==> src/rtl/operand_sequencer.sv <==
// operand_sequencer: collects two operand words over a valid/ready handshake
// (first word -> A, second word -> B), then holds en high for HOLD_CYCLES
// cycles so the downstream enable stage passes A/B to the ALU.
//
// Ports:
//   clk         rising-edge clock
//   rst_n       asynchronous active-low reset
//   data_in     operand word from the source
//   data_valid  data_in valid this cycle
//   data_ready  sequencer can accept data_in this cycle
//   abort       synchronous cancel of the current sequence
//   A, B        registered operands to the enable stage
//   en          registered enable to the enable stage
//   busy        high in any state other than IDLE
module operand_sequencer #(
  parameter int WIDTH       = 4,
  parameter int HOLD_CYCLES = 1
) (
  input  logic             clk,
  input  logic             rst_n,
  input  logic [WIDTH-1:0] data_in,
  input  logic             data_valid,
  output logic             data_ready,
  input  logic             abort,
  output logic [WIDTH-1:0] A,
  output logic [WIDTH-1:0] B,
  output logic             en,
  output logic             busy
);

  if (HOLD_CYCLES < 1 || HOLD_CYCLES > 255) begin : g_bad_hold
    $error("operand_sequencer: HOLD_CYCLES must be in 1..255");
  end

  localparam logic [7:0] HOLD_M1 = 8'(HOLD_CYCLES - 1);

  typedef enum logic [1:0] {IDLE, LOAD_B, ISSUE} state_t;

  state_t     state, state_nx;
  logic [7:0] cnt;
  logic       started;   // keeps data_ready low until the first edge after reset release
  logic       xfer;

  always_comb begin
    state_nx   = state;
    data_ready = started && (state != ISSUE);
    busy       = (state != IDLE);
    xfer       = data_valid && data_ready && !abort;
    case (state)
      IDLE:    if (xfer) state_nx = LOAD_B;
      LOAD_B:  if (xfer) state_nx = ISSUE;
      ISSUE:   if (cnt == '0) state_nx = IDLE;
      default: state_nx = IDLE;
    endcase
    if (abort) state_nx = IDLE;
  end

  always_ff @(posedge clk or negedge rst_n) begin
    if (!rst_n) begin
      state   <= IDLE;
      started <= 1'b0;
      A       <= '0;
      B       <= '0;
      en      <= 1'b0;
      cnt     <= '0;
    end else begin
      started <= 1'b1;
      state   <= state_nx;
      if (abort) begin
        en  <= 1'b0;
        cnt <= '0;
      end else begin
        case (state)
          IDLE: if (xfer) A <= data_in;
          LOAD_B: if (xfer) begin
            B   <= data_in;
            en  <= 1'b1;
            cnt <= HOLD_M1;
          end
          ISSUE: begin
            if (cnt == '0) en <= 1'b0;
            else           cnt <= cnt - 8'd1;
          end
          default: en <= 1'b0;
        endcase
      end
    end
  end

endmodule

==> config.mk <==
export PLATFORM = sky130hd
export DESIGN_NAME = operand_sequencer
export DESIGN_NICKNAME = d
export VERILOG_FILES = /design/src/rtl/operand_sequencer.sv
export SDC_FILE = /design/constraint.sdc
export NUM_CORES = 1
export LEC_CHECK = 0
export BUFFER_PORTS_ARGS = -buffer_cell sky130_fd_sc_hd__buf_2
export CORE_MARGIN = 8
export CORE_UTILIZATION = 45
export DETAILED_ROUTE_END_ITERATION = 6
export HOLD_SLACK_MARGIN = 0.12
export PLACE_DENSITY = 0.67
export SLEW_MARGIN = 20
export SYNTH_ARGS = -nofsm -noshare
export SYNTH_HDL_FRONTEND = slang
export SYNTH_SLANG_ARGS = --single-unit
export TNS_END_PERCENT = 5
==> constraint.sdc <==
create_clock -name clk -period 3.6 [get_ports clk]
set_clock_uncertainty 0.1 [all_clocks]
set_input_delay 0.72 -clock clk [delete_from_list [all_inputs] [get_ports clk]]
set_output_delay 0.72 -clock clk [all_outputs]
set_load 0.03 [all_outputs]
# After elaboration in Yosys (flattened, before gate mapping)
# Index checks and enable logic that the tools add are counted.
# word_totals
reg_bits,20
in_bits,8
out_inout_bits,11
# op_classes
addsub,1
n_eq_ne,8
n_mux,13
bitwise,1
n_reduce_logical,13
# ops
cell,n
8-bit two-way mux,3
8-bit one-hot mux with 2 select lines,1
3-bit AND reduction,5
3-bit != test (second input constant),4
8-bit zero test,1
2-bit two-way mux,4
8-bit by 1-bit subtractor with 8-bit output (second input constant),1
2-bit one-hot mux with 3 select lines,1
2-bit != test (second input constant),2
1-bit logical AND,3
1-bit two-way mux,3
1-bit one-hot mux with 3 select lines,1
3-bit nonzero test,1
2-bit by 1-bit == test with 1-bit output (second input constant),1
2-bit == test (second input constant),1
2-bit zero test,1
2-bit nonzero test,1
1-bit zero test,1
1-bit inverter,1

# Logic depth before layout (Yosys ltp)
# logic_depth
depth_word,7
ltp_mapped,6
ltp_nobuf,6

# Worst setup path after synthesis
# Ideal clock, no wire load.
# synth_path
path_type,input-to-reg
startpoint,input port abort
endpoint,register A[0]
arrival_time_ps,1771
required_ps,3375
path_slack_ps,1604
stages,3
n_path_buf,1
path_cell_list,buf_6 nor4_1 mux2_2
# synth_between
elab_chain_len,3
# synth_lines
element,line,source
from (decl),24,"input logic abort,"
1-bit zero test,48,xfer = data_valid && data_ready && !abort;
1-bit logical AND,48,
3-bit AND reduction (no source line) *,--,
to (signal assigned),74,IDLE: if (xfer) A <= data_in;
to (decl),25,"output logic [WIDTH-1:0] A,"
# Mark *: on every way between the ends. The rest lies on a longest branch, timed or not.
# A chain may end at the register's enable or synchronous reset.

# Worst setup path after layout
# layout_path
startpoint,register state[1]
endpoint,output port data_ready
# layout_between
elab_chain_len,2
# layout_lines
element,line,source
from (decl),39,"state_t state, state_nx;"
from (signal assigned),68,state <= state_nx;
2-bit != test,46,data_ready = started && (state != ISSUE);
1-bit logical AND,46,
to (decl),23,"output logic data_ready,"
# No other way between the ends.

==> flow_metrics.py <==
metrics = {
    "critical_path": {
        "cp_required_ns": 2.78,
        "worstSetupPathType": "reg -> out",
        "cp-start-kind": "register",
        "worst-path-max-fanout": 9,
        "critical_path.endpoint_type": "primary output",
        "arrival_ns": 1.42,
    },
    "grt": {
        "grt_pass1_vias": 802,
        "initial_antenna_violation_count": 0,
        "grt_first_pass_wirelength_mm": 3.59,
        "track_usage_pct": 10.9,
        "grt_start_max_net_pins": 21,
        "grt_remaining_overflow": 0,
    },
    "die": {
        "floorplan.io_pins": 19,
        "rows": 17,
        "floorplan.core_area_um2": 2150,
        "die_x_extent_um": 62.8,
        "dieArea_um2": 3940,
        "die_y_um": 62.8,
        "initial_core_util_pct": 45.8,
    },
    "placed_design": {
        "gpl.final_weighted_congestion": 0.906,
        "dp_hpwl_mm": 1.58,
        "place.port_buffers": 18,
    },
    "sta": {
        "setup_tns_ns": 0,
        "period_share_pct": 62.3,
        "hold_violations_final": 0,
        "slew_violations": 0,
        "worst_slew_pin_slew_ns": 0.728,
        "setup_repair_after_global_routing_missed_its_margin": "false",
        "min_period_ns": 2.24,
        "setup_viol_count_final": 0,
        "achievable-frequency_mhz": 446,
        "slew_headroom_pct": 51.0,
    },
    "clock_tree": {
        "cts-resized-gates": 0,
        "cts.sink_count": 20,
        "postCtsSetupBuffers": 0,
        "cts_tree": "done",
        "cts_max_level": 1,
        "ctsLongestPathBuffers": 2,
        "clock_tree.root_cell": "sky130_fd_sc_hd__clkbuf_4",
        "holdBufCountCts": 0,
        "clk-insertion-delay-late_ns": 0.29,
        "cts-buffers-inserted": 3,
        "clock_pin_slew_on_the_worst_setup_and_hold_paths_ns": 0.11,
    },
    "logic_synthesis": {
        "synth.top_cell.area_share_pct": 50.9,
        "syn_nets": 95,
        "seq_area_frac_synth_pct": 50.9,
        "netlist-cell-type-count": 38,
        "synth_largest_area_cell": "sky130_fd_sc_hd__dfrtp_1",
        "post_synth_instance_area_um2": 983,
        "asyncSetResetFlopFracSynth_pct": 100,
        "synthCells": 85,
        "dominantRegCellSynth": "sky130_fd_sc_hd__dfrtp_1",
        "post_synth_most_frequent_cells": "20 x sky130_fd_sc_hd__dfrtp_1, 9 x sky130_fd_sc_hd__nand3_1, 8 x sky130_fd_sc_hd__mux2_2",
        "synth_area_leaders": "sky130_fd_sc_hd__dfrtp_1 51%, sky130_fd_sc_hd__mux2_2 9.2%, sky130_fd_sc_hd__nand3_1 4.6%",
        "number_of_register_bits_inferred_by_synthesis": 20,
        "synth-edff-count": 0,
        "yosys_warnings": 0,
        "synth.avg_cell_area_um2": 11.6,
        "most_frequent_cell_after_synthesis": "sky130_fd_sc_hd__dfrtp_1",
    },
    "power": {
        "power.density_nw_per_um2": 438,
        "leakage_nw": 0.519,
        "power.share.sequential_pct": 54.1,
        "total_switching_power_mw": 0.157,
        "clock_share_of_power_pct": 20.3,
        "power_mw": 0.489,
        "combPwrFrac_pct": 25.6,
        "cell_internal_pwr_mw": 0.331,
        "irDropWorstVdd_mv": 0.260,
        "switching_share_pct": 32.2,
    },
    "route": {
        "via_per_inst": 5.55,
        "num_vias": 732,
        "detail-route-antenna-nets": 0,
        "wl_mm": 2.07,
        "wl_per_cell_um": 15.7,
        "detail_route.first_pass.iterations": 6,
        "drtIter0Drc": 16,
        "post_route_drc": 0,
    },
    "run_status": {
        "status": "complete, no violations",
    },
    "worst_hold_path": {
        "hold_class": "in -> async",
    },
    "job": {
        "maxCapViolCount": 0,
    },
    "final_layout": {
        "n_fill_cell": 198,
        "finalNetCount": 116,
        "syn_to_final_growth_pct": 13.4,
        "final_layout_size_suffix_gt1_share_pct": 34.6,
        "diodes": 0,
    },
}
## metal layers
| layer | wire [um] | vias up | global-route usage [%] |
|---|---|---|---|
| li1 | - | 353 | - |
| met1 | 974 | 363 | 13.3 |
| met2 | 1010 | 14 | 17.9 |
| met3 | 71 | 2 | 3.41 |
| met4 | 9 | 0 | 3.70 |
| met5 | 0 | - | 0 |
## stage by stage
stage | setup slack [ns] | util [%] | hold WS, ns | cells | instance area (um2)
finish | 1.36 | 51.9 | 0.256 | 132 | 1110
floorplan | 1.60 | - | 0.324 | 85 | 983
detailed placement | 1.37 | 50.8 | 0.390 | 129 | 1090
global placement | 1.42 | 50.8 | 0.385 | 129 | 1090
global route | 1.27 | 51.9 | 0.274 | 132 | 1110
CTS | 1.36 | 51.9 | 0.265 | 132 | 1110
## state kept, by name, summed over array words and instances (netlist names)
register	cells
A	4
state	2
en	1
B	4
started	1
cnt	8
## cells in the final DEF, fill, tap and decap left out, types with 3 or more instances in the layout
cell and instances:
sky130_fd_sc_hd__clkbuf_4 3, sky130_fd_sc_hd__inv_1 3, sky130_fd_sc_hd__nand2_1 3, sky130_fd_sc_hd__buf_2 18, sky130_fd_sc_hd__nor2_1 3, sky130_fd_sc_hd__dfrtp_1 20
sky130_fd_sc_hd__nand3_1 9, sky130_fd_sc_hd__mux2_2 8, sky130_fd_sc_hd__nor3_1 3
## kinds of logic after synthesis
| logic type | synth area share, % |
|---|---|
| flip-flops | 50.9 |
| multiplexers | 10.2 |
| AND/OR/NAND/NOR | 20.6 |
| AO/OA/AOI/OAI | 11.7 |
| buffers and inverters | 2.80 |
| adder cells (fa/ha/maj) | 2.54 |
| XOR/XNOR | 0.891 |
| other | 0.381 |
## final cells by class
type | instances | area [um2] | area share (%)
clock buffers | 3 | 22.5 | 2.02
repair buffers | 18 | 90.1 | 8.08
well taps | 28 | 35.0 | 3.14
flip-flops and latches | 20 | 500 | 44.9
inverters | 3 | 11.3 | 1.01
multi-input cells | 60 | 455 | 40.9
## final timing paths
path	cells after the start	slack (ns)	from	to
min in group clk	1	0.41	A[1]$_DFFE_PN0P_	A[1]$_DFFE_PN0P_
hold / removal	1	0.26	rst_n	cnt[2]$_DFFE_PN0P_
setup / recovery	3	1.36	state[1]$_DFFE_PN0P_	data_ready
setup reg to reg	6	1.61	cnt[0]$_DFFE_PN0P_	cnt[4]$_DFFE_PN0P_
max in group asynchronous	1	2.83	rst_n	cnt[0]$_DFFE_PN0P_
hold reg to reg	1	0.41	A[1]$_DFFE_PN0P_	A[1]$_DFFE_PN0P_
## power by group through the flow
stage                     Sequential, mW  Combinational [mW]  Clock, mW
after global placement             0.268               0.126          0
after CTS                          0.265               0.128      0.107
after floorplan                    0.316              0.0381          0
final                              0.264               0.125     0.0994
after global routing               0.268               0.135      0.116
after detailed placement           0.268               0.127          0
## critical path, cell delays in order (launching register included)
cell and delay [ns]:
sky130_fd_sc_hd__dfrtp_1 0.49, sky130_fd_sc_hd__or2b_1 0.31, sky130_fd_sc_hd__and2_1 0.17, sky130_fd_sc_hd__buf_2 0.17
(Power assumes the default switching activity.)
